===== src/rtl/mem_port_arbiter.sv =====
// mem_port_arbiter: shares one word-addressed memory port between instruction fetch and data load/store
// Ports: clk, rst (sync, active high); fetch side f_req/f_addr/f_ack;
//   data side d_req/d_we/d_size/d_unsigned/d_addr/d_wdata/d_ack/d_misalign;
//   rdata (last fetch/load result), busy; memory side mem_addr/mem_wdata/mem_write/mem_rdata.
// Optional: define MISALIGN_TRAP_EN to trap misaligned half/word data accesses.
module mem_port_arbiter #(
  parameter int MEM_LAT = 2,
  parameter int ADDR_W = 32
) (
  input  logic              clk,
  input  logic              rst,
  input  logic              f_req,
  input  logic [ADDR_W-1:0] f_addr,
  output logic              f_ack,
  input  logic              d_req,
  input  logic              d_we,
  input  logic [1:0]        d_size,
  input  logic              d_unsigned,
  input  logic [ADDR_W-1:0] d_addr,
  input  logic [31:0]       d_wdata,
  output logic              d_ack,
  output logic              d_misalign,
  output logic [31:0]       rdata,
  output logic              busy,
  output logic [ADDR_W-1:0] mem_addr,
  output logic [31:0]       mem_wdata,
  output logic              mem_write,
  input  logic [31:0]       mem_rdata
);
  typedef enum logic [2:0] {IDLE, RD_WAIT, RMW_WAIT, WR, ACK} state_t;
  state_t state, state_n;
  logic [2:0] cnt, cnt_n;
  logic is_d, is_d_n, uns, uns_n;
  logic [1:0] size, size_n, lo, lo_n;
  logic [15:0] wdata, wdata_n;
  logic [31:0] mem_wdata_n, rdata_n;
  logic [ADDR_W-1:0] mem_addr_n;
  logic mem_write_n, f_ack_n, d_ack_n, mis_n, trap, d_word;
  assign d_word = d_size[0] == d_size[1];
`ifdef MISALIGN_TRAP_EN
  assign trap = (d_size == 2'b01 && d_addr[0]) || (d_word && d_addr[1:0] != 2'b00);
`else
  assign trap = 1'b0;
`endif
  function automatic logic [31:0] extract(logic [31:0] w, logic [1:0] a, logic [1:0] sz, logic u);
    logic [7:0] b;
    logic [15:0] h;
    b = w[{a, 3'b000} +: 8];
    h = a[1] ? w[31:16] : w[15:0];
    return sz == 2'b10 ? {{24{b[7] & ~u}}, b} : sz == 2'b01 ? {{16{h[15] & ~u}}, h} : w;
  endfunction
  // only byte/half stores reach the merge, so anything not a byte is a half
  function automatic logic [31:0] merge(logic [31:0] w, logic [15:0] d, logic [1:0] a, logic [1:0] sz);
    logic [31:0] r;
    r = w;
    if (sz == 2'b10) r[{a, 3'b000} +: 8] = d[7:0];
    else r[{a[1], 4'b0000} +: 16] = d;
    return r;
  endfunction
  always_comb begin
    state_n = state;
    cnt_n = cnt;
    is_d_n = is_d;
    uns_n = uns;
    size_n = size;
    lo_n = lo;
    wdata_n = wdata;
    mem_addr_n = mem_addr;
    mem_wdata_n = mem_wdata;
    mem_write_n = 1'b0;
    rdata_n = rdata;
    f_ack_n = 1'b0;
    d_ack_n = 1'b0;
    mis_n = 1'b0;
    case (state)
      IDLE: if (d_req || f_req) begin
        // data has fixed priority; fetch keeps its request held and is served next IDLE
        is_d_n = d_req;
        uns_n = d_unsigned;
        size_n = d_size;
        lo_n = d_addr[1:0];
        wdata_n = d_wdata[15:0];
        mem_addr_n = (d_req ? d_addr : f_addr) & ~ADDR_W'(3);
        cnt_n = 3'(MEM_LAT);
        if (d_req && trap) begin
          state_n = ACK;
          d_ack_n = 1'b1;
          mis_n = 1'b1;
          rdata_n = '0;
        end else if (!d_req || !d_we) state_n = RD_WAIT;
        else if (d_word) begin
          state_n = WR;
          mem_wdata_n = d_wdata;
          mem_write_n = 1'b1;
        end else state_n = RMW_WAIT;
      end
      RD_WAIT: if (cnt == 3'd0) begin
        state_n = ACK;
        rdata_n = is_d ? extract(mem_rdata, lo, size, uns) : mem_rdata;
        f_ack_n = !is_d;
        d_ack_n = is_d;
      end else cnt_n = cnt - 3'd1;
      RMW_WAIT: if (cnt == 3'd0) begin
        state_n = WR;
        mem_wdata_n = merge(mem_rdata, wdata, lo, size);
        mem_write_n = 1'b1;
      end else cnt_n = cnt - 3'd1;
      WR: begin
        state_n = ACK;
        d_ack_n = 1'b1;
      end
      ACK: state_n = IDLE;
      default: state_n = IDLE;
    endcase
  end
  always_ff @(posedge clk) begin
    if (rst) begin
      state <= IDLE;
      cnt <= '0;
      is_d <= 1'b0;
      uns <= 1'b0;
      size <= '0;
      lo <= '0;
      wdata <= '0;
      mem_addr <= '0;
      mem_wdata <= '0;
      mem_write <= 1'b0;
      rdata <= '0;
      f_ack <= 1'b0;
      d_ack <= 1'b0;
      d_misalign <= 1'b0;
      busy <= 1'b0;
    end else begin
      state <= state_n;
      cnt <= cnt_n;
      is_d <= is_d_n;
      uns <= uns_n;
      size <= size_n;
      lo <= lo_n;
      wdata <= wdata_n;
      mem_addr <= mem_addr_n;
      mem_wdata <= mem_wdata_n;
      mem_write <= mem_write_n;
      rdata <= rdata_n;
      f_ack <= f_ack_n;
      d_ack <= d_ack_n;
      d_misalign <= mis_n;
      busy <= state_n != IDLE;
    end
  end
endmodule


===== config.mk =====
export PLATFORM = sky130hd
export DESIGN_NAME = mem_port_arbiter
export DESIGN_NICKNAME = d
export VERILOG_FILES = /design/src/rtl/mem_port_arbiter.sv
export SDC_FILE = /design/constraint.sdc
export NUM_CORES = 1
export LEC_CHECK = 0
export ABC_AREA = 1
export CAP_MARGIN = 0
export CORE_UTILIZATION = 51
export CTS_CLUSTER_SIZE = 40
export DETAILED_ROUTE_END_ITERATION = 10
export HOLD_SLACK_MARGIN = 0.08
export PLACE_DENSITY = 0.87
export SYNTH_ARGS = -nofsm -noshare
export SYNTH_HDL_FRONTEND = slang
export SYNTH_SLANG_ARGS = --single-unit

===== constraint.sdc =====
create_clock -name clk -period 3.45 [get_ports clk]
set_clock_uncertainty 0.1 [all_clocks]
set_input_delay 0.5175 -clock clk [delete_from_list [all_inputs] [get_ports clk]]
set_output_delay 0.5175 -clock clk [all_outputs]
set_load 0.05 [all_outputs]

==> flow_summary.ini <==
[layout]
fin_area_sq_mm = 0.0103
multi_input_area_sq_mm = 0.00423
diodes = 0
synthToLayoutAreaGrowth_pct = 38.1
drive_gt1_share_pct = 5.11
nets = 1479
ff_latch_area_sq_mm = 0.00252
fillCellCount = 1175

[global_routing]
gr-total-overflow = 0
grt_pass1_wl_microns = 38400
grt_use_met1_pct = 40.1
top_usage_layer = met2
grt_max_degree = 65
grt_pass1_vias = 7782
use_met3_pct = 8.03
grt_use_total_pct = 32.6
antenna_found_initial = 0
met2_usage_pct = 53.2

[clocking]
numCtsBuffers = 17
clk_latency_ps = 420
tritoncts = yes
cts_resized = 0
clk_pin_slew_ps = 60
cts.sinks = 126
clockBufferDepth = 2
cts-root-buf = clkbuf_16
holdBufCountCts = 0
postCtsSetupBuffers = 0
htreeDepth = 4

[power]
pwr-share-seq_pct = 26.8
internal_power_mw = 4.30
p_comb_share_pct = 47.7
p_leak_nw = 4.16
p_clk_share_pct = 25.5
vdd_drop_max_v = 0.000491
switchingPower_mw = 3.47
swShare_pct = 44.6
cellPowerDensity_mw_per_mm2 = 754

[worst_setup_path]
path_cells = inv_1, ha_1, clkinv_1, nor2_1, nand4_1, a21oi_1, nor2_1, nor2_1
worst_ep_required_time_ps = 3710
worstSetupPathType = reg2reg
reg2reg_depth = 8
cpMaxStageDelayCell = nor2_1
timing.rr.start = lo[0]$_SDFFE_PP0P_
critPathMaxFanout = 13
cp.arrival_ps = 2640
slowest_delay_ps = 480
crit_path_frequent_cell = nor2_1
regToRegSetupSlack_ps = 1070
start_kind = register
end_kind = register
reg2reg_to = mem_wdata[19]$_SDFFE_PP0P_

[floorplan]
die_h_microns = 123
core_sq_mm = 0.0141
die-area_sq_mm = 0.0151
initial_core_util_pct = 52.9
rows = 43
io_pins = 237
dieWidth_microns = 123

[synth]
synthCells = 1159
avgSynthCellArea_sq_um = 6.43
ys_warn_count = 0
ys_seq_elements = 126
netlist_area_sq_mm = 0.00746
synth_cell_types = 31
synth_seq_area_share_pct = 33.8

[timing]
fmax_mhz = 421
period_share_pct = 68.9
rsz0062_at_grt = false
setup_viol = 0
timing.setup.tns_ps = 0
timing.final.hold_violations = 0
period_needed_ps = 2380
slew_headroom_pct = 41.4
slew_violations = 0
worst_slew_pin_slew_ps = 877

[placement]
post-dp-hpwl_microns = 17300
placed_area_sq_mm = 0.00965
place_congestion = 0.939
io_buffers = 231

[run_status]
outcome = completed

[route]
drcViolationCount = 0
dr.pass1.iters = 6
via_count = 8566
routed_via_density = 5.60
wl_per_cell_microns = 16.1
antenna_left = 0
drtIter0Drc = 1032
totalWireLength_microns = 24700

[job]
max_cap_viol_count = 0

[hold_path]
min_from = d_req
hold_end = is_d$_SDFFE_PP0P_
hold_path.class = in2reg
hold_depth = 3
-- cells by family (layout without fill, tap and decap cells) --
family / Yosys count / after routing / synth area share, %
AND/OR/NAND/NOR: 461 / 461 / 25.5
AO/OA/AOI/OAI: 374 / 374 / 25.5
buffers and inverters: 158 / 346 / 9.66
flip-flops: 126 / 126 / 33.8
multiplexers: 30 / 30 / 4.03
adder cells (fa/ha/maj): 7 / 7 / 1.17
XOR/XNOR: 2 / 2 / 0.235
other: 1 / 3 / 0.0503
-- worst max-delay path, delay by kind of cell (launching register included) --
kind | cells | cell delay [ps]
flops | 1 | 310
fa+ha+maj | 1 | 230
buf+inv | 2 | 570
simple gates | 4 | 810
compound gates | 1 | 300
-- power groups by stage --
stage / clock network (mW) / registers, mW / logic, mW
after floorplan: 0 / 3.05 / 1.64
after global placement: 0 / 2.08 / 3.58
after detailed placement: 0 / 2.10 / 3.64
after CTS: 1.99 / 2.08 / 3.67
after global routing: 2.05 / 2.12 / 4.00
final: 1.98 / 2.09 / 3.70
-- cell usage in the layout (no fill, tap or decap), types with 17 or more instances in the layout --
cell             netlist  routed
clkdlybuf4s50_1        0     230
nor2_1               191     190
nand2_1              194     194
o21ai_1               51      51
mux2i_1               30      30
clkbuf_16              0      17
inv_1                 56      56
a21oi_1              132     132
nand4_1               17      17
o21ai_0              182     182
nand3_1               40      40
dfxtp_1              126     125
-- metal layers --
metal	up-vias	part of all wire, %
met5	-	0
met4	0	3.6
met3	80	10
met2	480	47
met1	3792	39
li1	4214	-
-- layout make-up --
| class | instances | area share, % |
|---|---|---|
| clock buffer | 21 | 4.47 |
| clock inverter | 11 | 1.82 |
| inverter | 69 | 2.54 |
| multi-input combinational | 877 | 41.1 |
| sequential | 126 | 24.5 |
| tap | 180 | 2.19 |
| timing repair buffer | 245 | 23.4 |
-- sequential cells by signal, summed over array words and instances, names as in the netlist --
signal / flops
cnt: 3
busy: 1
size: 2
is_d: 1
state: 3
f_ack: 1
d_ack: 1
uns: 1
mem_addr: 30
mem_write: 1
mem_wdata: 32
wdata: 16
lo: 2
rdata: 32
-- cells in the mapped netlist --
cell | count | area share, %
nand3_1 | 40 | 2.7
nand2_2 | 2 | 0.17
nand3_2 | 2 | 0.27
nor2_4 | 3 | 0.45
inv_1 | 56 | 2.8
clkinv_1 | 3 | 0.15
inv_4 | 1 | 0.084
o21bai_1 | 1 | 0.10
nor3_1 | 1 | 0.067
buf_1 | 2 | 0.10
buf_4 | 12 | 1.2
nor2_1 | 191 | 9.6
buf_2 | 34 | 2.3
o21ai_4 | 1 | 0.22
mux2i_1 | 30 | 4.0
nand4_1 | 17 | 1.4
clkbuf_1 | 36 | 1.8
o211ai_1 | 7 | 0.70
nand2_1 | 194 | 9.8
xor2_1 | 1 | 0.12
nand3b_1 | 8 | 0.81
xnor2_1 | 1 | 0.12
dfxtp_1 | 126 | 34
conb_1 | 1 | 0.050
nor2_2 | 3 | 0.25
inv_2 | 9 | 0.45
o21ai_1 | 51 | 3.4
o21ai_0 | 182 | 12
buf_6 | 5 | 0.75
ha_1 | 7 | 1.2
a21oi_1 | 132 | 8.9
-- stage by stage --
stage | hold WS (ps) | worst slack (ps) | utilization, % | cells | total power, mW
6_report | 323 | 1070 | 73.1 | 1529 | 7.77
4_1_cts | 302 | 1080 | 73.1 | 1529 | 7.74
3_3_place_gp | 354 | 1090 | 68.5 | 1497 | 5.67
5_1_grt | 351 | 840 | 73.1 | 1529 | 8.16
2_1_floorplan | 340 | 1400 | - | 1161 | 4.69
3_5_place_dp | 358 | 1030 | 68.5 | 1497 | 5.74
-- worst max path at each step --
stage / from / endpoint / slack [ps] / cells after the start
2_1_floorplan: lo[1]$_SDFFE_PP0P_ / mem_wdata[16]$_SDFFE_PP0P_ / 1400 / 11
3_3_place_gp: d_size[0] / mem_wdata[1]$_SDFFE_PP0P_ / 1090 / 8
3_5_place_dp: d_size[0] / mem_wdata[13]$_SDFFE_PP0P_ / 1030 / 8
4_1_cts: state[0]$_SDFF_PP0_ / mem_wdata[13]$_SDFFE_PP0P_ / 1080 / 9
5_1_grt: state[0]$_SDFF_PP0_ / mem_wdata[17]$_SDFFE_PP0P_ / 840 / 9
6_report: lo[0]$_SDFFE_PP0P_ / mem_wdata[19]$_SDFFE_PP0P_ / 1070 / 8
(Power assumes the default switching activity.)
